$ cat config.mk
export PLATFORM = sky130hd
export DESIGN_NAME = uart2bram
export DESIGN_NICKNAME = d
export VERILOG_FILES = /design/src/rtl/uart_pkg.sv /design/src/rtl/uart_rx_byte.sv /design/src/rtl/uart2bram.sv
export SDC_FILE = /design/constraint.sdc
export NUM_CORES = 1
export LEC_CHECK = 0
export CAP_MARGIN = 30
export CORE_MARGIN = 4
export CORE_UTILIZATION = 63
export DETAILED_ROUTE_END_ITERATION = 8
export DONT_BUFFER_PORTS = 1
export HOLD_SLACK_MARGIN = 0.02
export PLACE_DENSITY = 0.78
export REMOVE_ABC_BUFFERS = 1
export SYNTH_ARGS = -nofsm -noshare
export SYNTH_HDL_FRONTEND = slang
export SYNTH_SLANG_ARGS = --single-unit
$ cat constraint.sdc
create_clock -name clk -period 2.2 [get_ports clk]
set_input_delay 0.44 -clock clk [delete_from_list [all_inputs] [get_ports clk]]
set_output_delay 0.44 -clock clk [all_outputs]
set_load 0.02 [all_outputs]
$ cat src/rtl/uart_pkg.sv
`default_nettype none
// ---------------------------------------------------------------------------
// uart_pkg : receiver state encoding and bit-period helper shared by UART RX/TX
// Revision : 1.0
// ---------------------------------------------------------------------------
package uart_pkg;

  typedef enum logic [1:0] {
    IDLE  = 2'd0,
    START = 2'd1,
    DATA  = 2'd2,
    STOP  = 2'd3
  } uart_state_e;

  function automatic int unsigned clks_per_bit(input int unsigned clk_freq,
                                               input int unsigned baud);
    return clk_freq / baud;
  endfunction

endpackage
`default_nettype wire

$ cat src/rtl/uart_rx_byte.sv
`default_nettype none
// ---------------------------------------------------------------------------
// uart_rx_byte : 8N1 byte receiver with 2-flop synchroniser and glitch reject
// Revision     : 1.0
// ---------------------------------------------------------------------------
module uart_rx_byte
  import uart_pkg::*;
#(
  parameter int unsigned CLK_FREQ = 125000000,
  parameter int unsigned BAUD     = 115200
) (
  input  logic       clk,
  input  logic       rst_n,
  input  logic       rx_i,
  output logic [7:0] byte_o,
  output logic       byte_valid_o,
  output logic       frame_err_o,
  output logic       busy_o
);

  localparam int unsigned      CPB       = clks_per_bit(CLK_FREQ, BAUD);
  localparam int unsigned      CNT_W     = $clog2(CPB);
  localparam logic [CNT_W-1:0] HALF_LAST = CNT_W'(CPB / 2 - 1);
  localparam logic [CNT_W-1:0] FULL_LAST = CNT_W'(CPB - 1);
  localparam logic [CNT_W-1:0] CNT_ONE   = CNT_W'(1);

  logic [1:0]       sync_q, sync_d;
  logic             rx_prev_q, rx_prev_d;
  logic             rx_s, fall;
  uart_state_e      state_q;
  logic [CNT_W-1:0] cnt_q;
  logic [2:0]       bit_q;
  logic [7:0]       shift_q, byte_q;
  logic             valid_q, ferr_q;

  always_comb begin
    sync_d    = {sync_q[0], rx_i};
    rx_prev_d = sync_q[1];
  end

  assign rx_s = sync_q[1];
  assign fall = rx_prev_q & ~rx_s;

  always_ff @(posedge clk or negedge rst_n) begin
    if (!rst_n) begin
      sync_q    <= 2'b11;
      rx_prev_q <= 1'b1;
    end else begin
      sync_q    <= sync_d;
      rx_prev_q <= rx_prev_d;
    end
  end

  always_ff @(posedge clk or negedge rst_n) begin
    if (!rst_n) begin
      state_q <= IDLE;
      cnt_q   <= '0;
      bit_q   <= '0;
      shift_q <= '0;
      byte_q  <= '0;
      valid_q <= 1'b0;
      ferr_q  <= 1'b0;
    end else begin
      valid_q <= 1'b0;
      ferr_q  <= 1'b0;
      case (state_q)
        IDLE: begin
          cnt_q <= '0;
          if (fall) state_q <= START;
        end
        START: begin
          // Mid-start resample: a line already back high was only a glitch.
          if (cnt_q == HALF_LAST) begin
            cnt_q   <= '0;
            bit_q   <= '0;
            state_q <= rx_s ? IDLE : DATA;
          end else begin
            cnt_q <= cnt_q + CNT_ONE;
          end
        end
        DATA: begin
          if (cnt_q == FULL_LAST) begin
            cnt_q   <= '0;
            shift_q <= {rx_s, shift_q[7:1]};
            bit_q   <= bit_q + 3'd1;
            if (bit_q == 3'd7) state_q <= STOP;
          end else begin
            cnt_q <= cnt_q + CNT_ONE;
          end
        end
        STOP: begin
          if (cnt_q == FULL_LAST) begin
            cnt_q   <= '0;
            state_q <= IDLE;
            if (rx_s) begin
              byte_q  <= shift_q;
              valid_q <= 1'b1;
            end else begin
              ferr_q  <= 1'b1;
            end
          end else begin
            cnt_q <= cnt_q + CNT_ONE;
          end
        end
        default: state_q <= IDLE;
      endcase
    end
  end

  assign byte_o       = byte_q;
  assign byte_valid_o = valid_q;
  assign frame_err_o  = ferr_q;
  assign busy_o       = (state_q != IDLE);

endmodule
`default_nettype wire

$ cat src/rtl/uart2bram.sv
`default_nettype none
// ---------------------------------------------------------------------------
// uart2bram : assembles received byte pairs into 16-bit words, writes BRAM
// Revision  : 1.0
// ---------------------------------------------------------------------------
module uart2bram
  import uart_pkg::*;
#(
  parameter int unsigned ADDR_W       = 13,
  parameter int unsigned CLK_FREQ     = 125000000,
  parameter int unsigned BAUD         = 115200,
  parameter int unsigned TIMEOUT_BITS = 20
) (
  input  logic              clk,
  input  logic              rst,
  input  logic              rx_uart,
  output logic [15:0]       data_bram,
  output logic [ADDR_W-1:0] addr_bram,
  output logic              en_bram,
  output logic              we_bram,
  output logic              frame_err,
  output logic [ADDR_W:0]   word_cnt
);

  localparam int unsigned     TO_CYCLES = TIMEOUT_BITS * clks_per_bit(CLK_FREQ, BAUD);
  localparam int unsigned     TO_W      = $clog2(TO_CYCLES);
  localparam logic [TO_W-1:0] TO_LAST   = TO_W'(TO_CYCLES - 1);
  localparam logic [TO_W-1:0] TO_ONE    = TO_W'(1);

  logic [7:0]        rx_byte;
  logic              rx_valid, rx_ferr, rx_busy;
  logic              phase_q, phase_d;
  logic [7:0]        low_q, low_d;
  logic [ADDR_W-1:0] addr_q, addr_d;
  logic [ADDR_W:0]   cnt_q, cnt_d;
  logic [TO_W-1:0]   to_q, to_d;
  logic              wr;

  uart_rx_byte #(
    .CLK_FREQ (CLK_FREQ),
    .BAUD     (BAUD)
  ) u_rx (
    .clk          (clk),
    .rst_n        (rst),
    .rx_i         (rx_uart),
    .byte_o       (rx_byte),
    .byte_valid_o (rx_valid),
    .frame_err_o  (rx_ferr),
    .busy_o       (rx_busy)
  );

  assign wr = rx_valid & phase_q;

  always_comb begin
    phase_d = phase_q;
    low_d   = low_q;
    addr_d  = addr_q;
    cnt_d   = cnt_q;
    to_d    = to_q;
    // Idle timer only runs while a low byte waits and the receiver is quiet,
    // so a start edge in the expiry cycle still sees the phase reset first.
    if (!phase_q || rx_busy) begin
      to_d = '0;
    end else if (to_q == TO_LAST) begin
      to_d    = '0;
      phase_d = 1'b0;
      low_d   = '0;
    end else begin
      to_d = to_q + TO_ONE;
    end
    if (rx_valid) begin
      to_d = '0;
      if (!phase_q) begin
        low_d   = rx_byte;
        phase_d = 1'b1;
      end else begin
        phase_d = 1'b0;
        addr_d  = addr_q + 1'b1;
        if (cnt_q != '1) cnt_d = cnt_q + 1'b1;
      end
    end
  end

  always_ff @(posedge clk or negedge rst) begin
    if (!rst) begin
      phase_q <= 1'b0;
      low_q   <= '0;
      addr_q  <= '0;
      cnt_q   <= '0;
      to_q    <= '0;
    end else begin
      phase_q <= phase_d;
      low_q   <= low_d;
      addr_q  <= addr_d;
      cnt_q   <= cnt_d;
      to_q    <= to_d;
    end
  end

  assign data_bram = {rx_byte, low_q};
  assign addr_bram = addr_q;
  assign en_bram   = wr;
  assign we_bram   = wr;
  assign frame_err = rx_ferr;
  assign word_cnt  = cnt_q;

endmodule
`default_nettype wire
Word level (Yosys, flattened, before mapping)
Cells that the tools add are included.
{"block": "totals", "word_cells": 80, "output_inout_bits": 46, "ff_bits": 88, "inputBits": 3}
{"block": "op_classes", "addsub": 5, "eq_ne": 14, "reduce_logical": 14, "mux": 30, "bitwise": 3}
{"cell": "15-bit two-way mux", "n": 3}
{"cell": "11-bit case mux with 3 select lines", "n": 1}
{"cell": "8-bit two-way mux", "n": 4}
{"cell": "11-bit two-way mux", "n": 2}
{"cell": "15-bit by 1-bit adder with 15-bit output (second input constant)", "n": 1}
{"cell": "15-bit == test (second input constant)", "n": 1}
{"cell": "14-bit by 1-bit adder with 14-bit output (second input constant)", "n": 1}
{"cell": "14-bit != test (second input constant)", "n": 1}
{"cell": "13-bit by 1-bit adder with 13-bit output (second input constant)", "n": 1}
{"cell": "2-bit two-way mux", "n": 6}
{"cell": "2-bit by 1-bit != test with 1-bit output (second input constant)", "n": 6}
{"cell": "11-bit by 1-bit adder with 11-bit output (second input constant)", "n": 1}
{"cell": "11-bit by 10-bit == test with 1-bit output (second input constant)", "n": 1}
{"cell": "11-bit == test (second input constant)", "n": 1}
{"cell": "1-bit two-way mux", "n": 10}
{"cell": "3-bit AND reduction", "n": 3}
{"cell": "2-bit case mux with 4 select lines", "n": 1}
{"cell": "3-bit two-way mux", "n": 2}
{"cell": "3-bit case mux with 2 select lines", "n": 1}
{"cell": "2-bit AND reduction", "n": 3}
{"cell": "2-bit nonzero test", "n": 3}
{"cell": "5-bit AND reduction", "n": 1}
{"cell": "2-bit == test (second input constant)", "n": 2}
{"cell": "3-bit by 1-bit adder with 3-bit output (second input constant)", "n": 1}
{"cell": "8 further kinds", "n": 9}

Depth between registers and ports, before layout
{"block": "logic_depth", "ltp_word": 5, "ltp_mapped": 8, "depth_no_buf": 7}

Hierarchy
A second synthesis with hierarchy kept.
{"block": "unflattened", "cells_unflattened": 358, "area_unflattened_um2": 4030.1}
{"mod": "uart2bram", "n_inst": 1, "area_per_inst_um2": 2349.8, "seq_area_each_um2": 1276.2, "cells_each": 229}
{"mod": "uart_rx_byte", "n_inst": 1, "area_per_inst_um2": 1680.4, "seq_area_each_um2": 929.6, "cells_each": 129}

Worst setup path before layout
No wires, ideal clock.
{"block": "synth_path", "kind": "register to register", "startpoint": "register to_q[2]", "endpoint": "register to_q[9]", "setup_ns": 0.119, "required_time_ns": 2.081, "t_arrival_ns": 1.902, "synth_period_minus_slack_ns": 2.020, "path_slack_ns": 0.180, "n_path_buf": 2, "path_stages_with_launch": 7, "cell_sequence": "dfrtp_1 -> or4_1 -> or4_1 -> or3b_1 -> buf_6 -> buf_6 -> nor2_1"}
{"block": "synth_via", "elab_chain_cells": 4, "word_cells_on_any_way": 5, "cone_classes": "add/sub: 1; eq/ne: 1; mux: 3"}
{"item": "start, declared", "line": "uart2bram.sv:36", "rtl": "logic [TO_W-1:0] to_q, to_d;"}
{"item": "start signal, assigned", "line": "uart2bram.sv:96", "rtl": "to_q <= to_d;"}
{"item": "15-bit by 1-bit adder with 15-bit output / 15-bit == test (equally long branches)", "line": "uart2bram.sv:69, uart2bram.sv:64"}
{"item": "15-bit two-way mux (*)", "line": "uart2bram.sv:64", "rtl": "end else if (to_q == TO_LAST) begin"}
{"item": "15-bit two-way mux (*)", "line": "uart2bram.sv:62", "rtl": "if (!phase_q || rx_busy) begin"}
{"item": "15-bit two-way mux (*)", "line": "uart2bram.sv:71", "rtl": "if (rx_valid) begin"}
{"item": "net to_d[9]", "line": "uart2bram.sv:36"}
Mark *: on every way through the listed nets, which the timed path passes. The rest lies on a longest branch.
A chain may end at the register's enable or synchronous reset.

Final worst setup path
{"block": "layout_path", "startpoint": "register to_q[4]", "endpoint": "register low_q[3]"}
{"block": "layout_via", "elab_chain_cells": 5}
{"item": "15-bit == test (*)", "line": "uart2bram.sv:64"}
{"item": "8-bit two-way mux (*)", "line": "uart2bram.sv:64"}
{"item": "8-bit two-way mux (*)", "line": "uart2bram.sv:62"}
{"item": "8-bit two-way mux", "line": "uart2bram.sv:73", "rtl": "if (!phase_q) begin"}
{"item": "8-bit two-way mux (*)", "line": "uart2bram.sv:71"}
{"item": "net low_d[3]", "line": "uart2bram.sv:33", "rtl": "logic [7:0] low_q, low_d;"}
{"item": "end signal, assigned", "line": "uart2bram.sv:93", "rtl": "low_q <= low_d;"}
{"item": "end, declared", "line": "uart2bram.sv:33"}
Marked as above.

==> summary.txt <==
Placed design
  – Placed standard-cell area: 4050 µm²
  – Final GP Congestion: 0.849
  – Final HPWL DP: 5.11 mm
  – # port buffers: 0
  – Inst Count DP: 418

Routing
  – Via Count: 2492
  – Final ANT Viol Nets: 0
  – WL final: 7.08 mm
  – Vias per Instance: 5.74
  – WL/cell: 16.3 µm
  – TritonRoute pass-1 iters: 4
  – DRT iter0 DRCs: 153
  – Post-detailed-route DRC marker count: 0

Timing
  – Max frequency: 483 MHz
  – Slew HR: 59.8%
  – Setup Skew: 0.0135 ns
  – Final min period: 2.07 ns
  – Crit share post-route: 94.0%
  – Fin. max-slew vios: 0
  – RSZ-0062 raised after global routing: false
  – Worst Hold Slack: -0.221 ns
  – Worst slew pin tran: 0.600 ns
  – # setup viols final: 0
  – Fin. Hold Viols: 88
  – Setup TNS: 0 ns

Critical path
  – CP max FO: 8
  – Crit end category: register
  – Reg2Reg Setup Slack: 0.13 ns
  – Cell mode on critical path: or4_1
  – Worst Setup Path Type: reg2reg
  – Crit path max-delay family: simple AND/OR/NAND/NOR gates
  – Worst r2r src: to_q[4]
  – Setup crit end: low_q[3]
  – Stages on the worst setup path: 5
  – R2r endpoint: low_q[3]
  – Critical Path RT: 2.43 ns
  – Crit path largest cell delay: 0.56 ns
  – Worst Path Buf+Inv: 0
  – Setup crit start: to_q[4]
  – Worst Reg-to-Reg Cells: 5
  – Worst Setup Start Kind: register
  – Crit path cell chain: or4_1 -> or4_1 -> nor2_2 -> a21oi_2 -> a22o_1
  – WP data arrival: 2.30 ns
  – Slowest-stage cell, CP: or4_1

Synth
  – Area leader, netlist: dfrtp_1
  – Netlist cell types: 41
  – Syn Std Cell Area: 3890 µm²
  – EDFF count, synth: 0
  – Most instantiated library cell after synthesis: dfrtp_1
  – Yosys reg bits: 88
  – Synth Instances: 337
  – Main flop type after synthesis: dfrtp_1
  – Async S/R FF share, synth: 100%
  – Register area share after synthesis: 56.6%
  – Top cells by area, synth: dfrtp_1 (55%), xnor2_1 (6.5%), mux2_2 (5.2%)
  – Mean Syn Cell Area: 11.6 µm²
  – Top-area cell type share of the netlist area: 54.6%
  – Ys Warns: 0
  – List of most frequent post-synthesis cells: dfrtp_1 (85), nor2_1 (44), xnor2_1 (29)

Layout
  – Design Area, Final: 4250 µm²
  – Post-layout util: 71.3%
  – P&R area growth vs syn: 9.06%
  – Final net count: 370
  – Share of cells above drive strength 1: 15.6%
  – Antenna diodes: 0
  – Fin cells: 434

Floorplanning
  – Number of core rows: 28
  – Ports: 49
  – Total die area: 7500 µm²
  – Die height: 86.6 µm
  – Initial Util: 65.4%
  – Die X: 86.6 µm
  – Core ar.: 5960 µm²

Global routing
  – Initial antenna violation count: 0
  – GRT Residual Overflow: 0
  – Total GRT Usage: 20.6%
  – First-pass GRT wire length: 12.0 mm
  – Number of global-route vias before repair: 2595
  – Pin count of the biggest net entering global routing: 89

CTS
  – CTS tree: built
  – Clk_lat worst skew: 0.35 ns
  – Post-CTS setup buffers: 0
  – CTS clock-pin slew for the worst setup and hold paths: 0.09 ns
  – Clk sink count: 88
  – H-tree Lvls: 3
  – Max Buffers Root-to-Sink: 2
  – CTS Root Cell: clkbuf_8
  – CTS Buf Count: 9

Power
  – Design Power: 3.17 mW
  – PwrDens: 745 nW/µm²
  – Leakage: 1.98 nW
  – Peak VDD IR: 0.000592 V

Min path
  – Hold Path Class: in2async

Status
  – Failing checks: negative hold slack
  – Status: finished, violations left

Flow run
  – Max_cap viols: 0
-- metal layers --
layer | track usage (%) | part of all wire, %
met1 | 25.7 | 43
met5 | 0 | 0
met3 | 3.99 | 3.5
met2 | 34.9 | 52
met4 | 9.07 | 2.0
-- registers in the layout, indices dropped and copies added (netlist names), 2 cells and up, named ones only --
signal        flops
u_rx.sync_q       2
addr_bram        13
u_rx.byte_o       8
u_rx.bit_q        3
u_rx.shift_q      8
u_rx.cnt_q       11
low_q             8
to_q             15
word_cnt         14
-- per-stage QoR --
stage	setup slack (ns)	hold slack, ns
6_report	0.132	-0.221
5_1_grt	0.0110	-0.243
4_1_cts	0.118	-0.238
3_5_place_dp	0.137	0.147
3_3_place_gp	0.182	0.149
2_1_floorplan	0.143	0.144
-- report_power, final --
part,total (mW),internal (mW),switching (mW)
combinational,0.374,0.153,0.221
sequential,1.71,1.67,0.0465
clock,1.08,0.524,0.556
-- cell type report --
type	count	area, µm²
sequential	88	2210
clock buffer	9	124
tap	75	93.8
multi-input combinational	230	1600
inverter	13	48.8
fill	413	1710
timing repair buffer	12	103
clock inverter	7	72.6
-- logic make-up after synthesis --
family,after synthesis,share of synthesized area (%)
fa+ha+maj,13,4.18
buf+inv,19,2.35
compound gates,19,3.66
mux,21,5.97
flops,88,56.6
xor+xnor,46,10.3
simple gates,131,16.9
-- how the worst min path moves through the flow --
stage	slack [ns]	cells after the start	endpoint
after floorplan	0.14	0	async pin
after global placement	0.15	0	u_rx.byte_o[5]
after detailed placement	0.15	0	low_q[5]
after CTS	-0.24	0	addr_bram[6]
after global routing	-0.24	0	addr_bram[7]
final	-0.22	0	addr_bram[5]
-- cells in the final DEF, fill, tap and decap left out, drive strengths merged, types with 2 or more instances in the layout --
cell type | Yosys | final
or4 | 2 | 2
nand4b | 2 | 2
and4 | 3 | 3
nand2b | 4 | 4
clkinvlp | 0 | 2
ha | 13 | 13
clkinv | 0 | 4
a2bb2oi | 2 | 2
dfstp | 3 | 3
mux2i | 3 | 3
nand4 | 12 | 12
clkbuf | 2 | 9
or2 | 2 | 2
nand3 | 16 | 16
dfrtp | 85 | 85
xnor2 | 29 | 29
nor3 | 6 | 6
buf | 4 | 12
nand2 | 27 | 27
a22o | 8 | 8
o21ai | 2 | 2
and3 | 3 | 3
mux2 | 18 | 18
inv | 13 | 13
nor2 | 45 | 45
a21oi | 4 | 4
xor2 | 17 | 17
-- what timing repair did --
action,4_1_cts,5_1_grt
resized for setup,0,1
setup endpoints to repair,0,1
hold endpoints to repair,88,88
No activity file was read; power rests on OpenSTA's default activity.
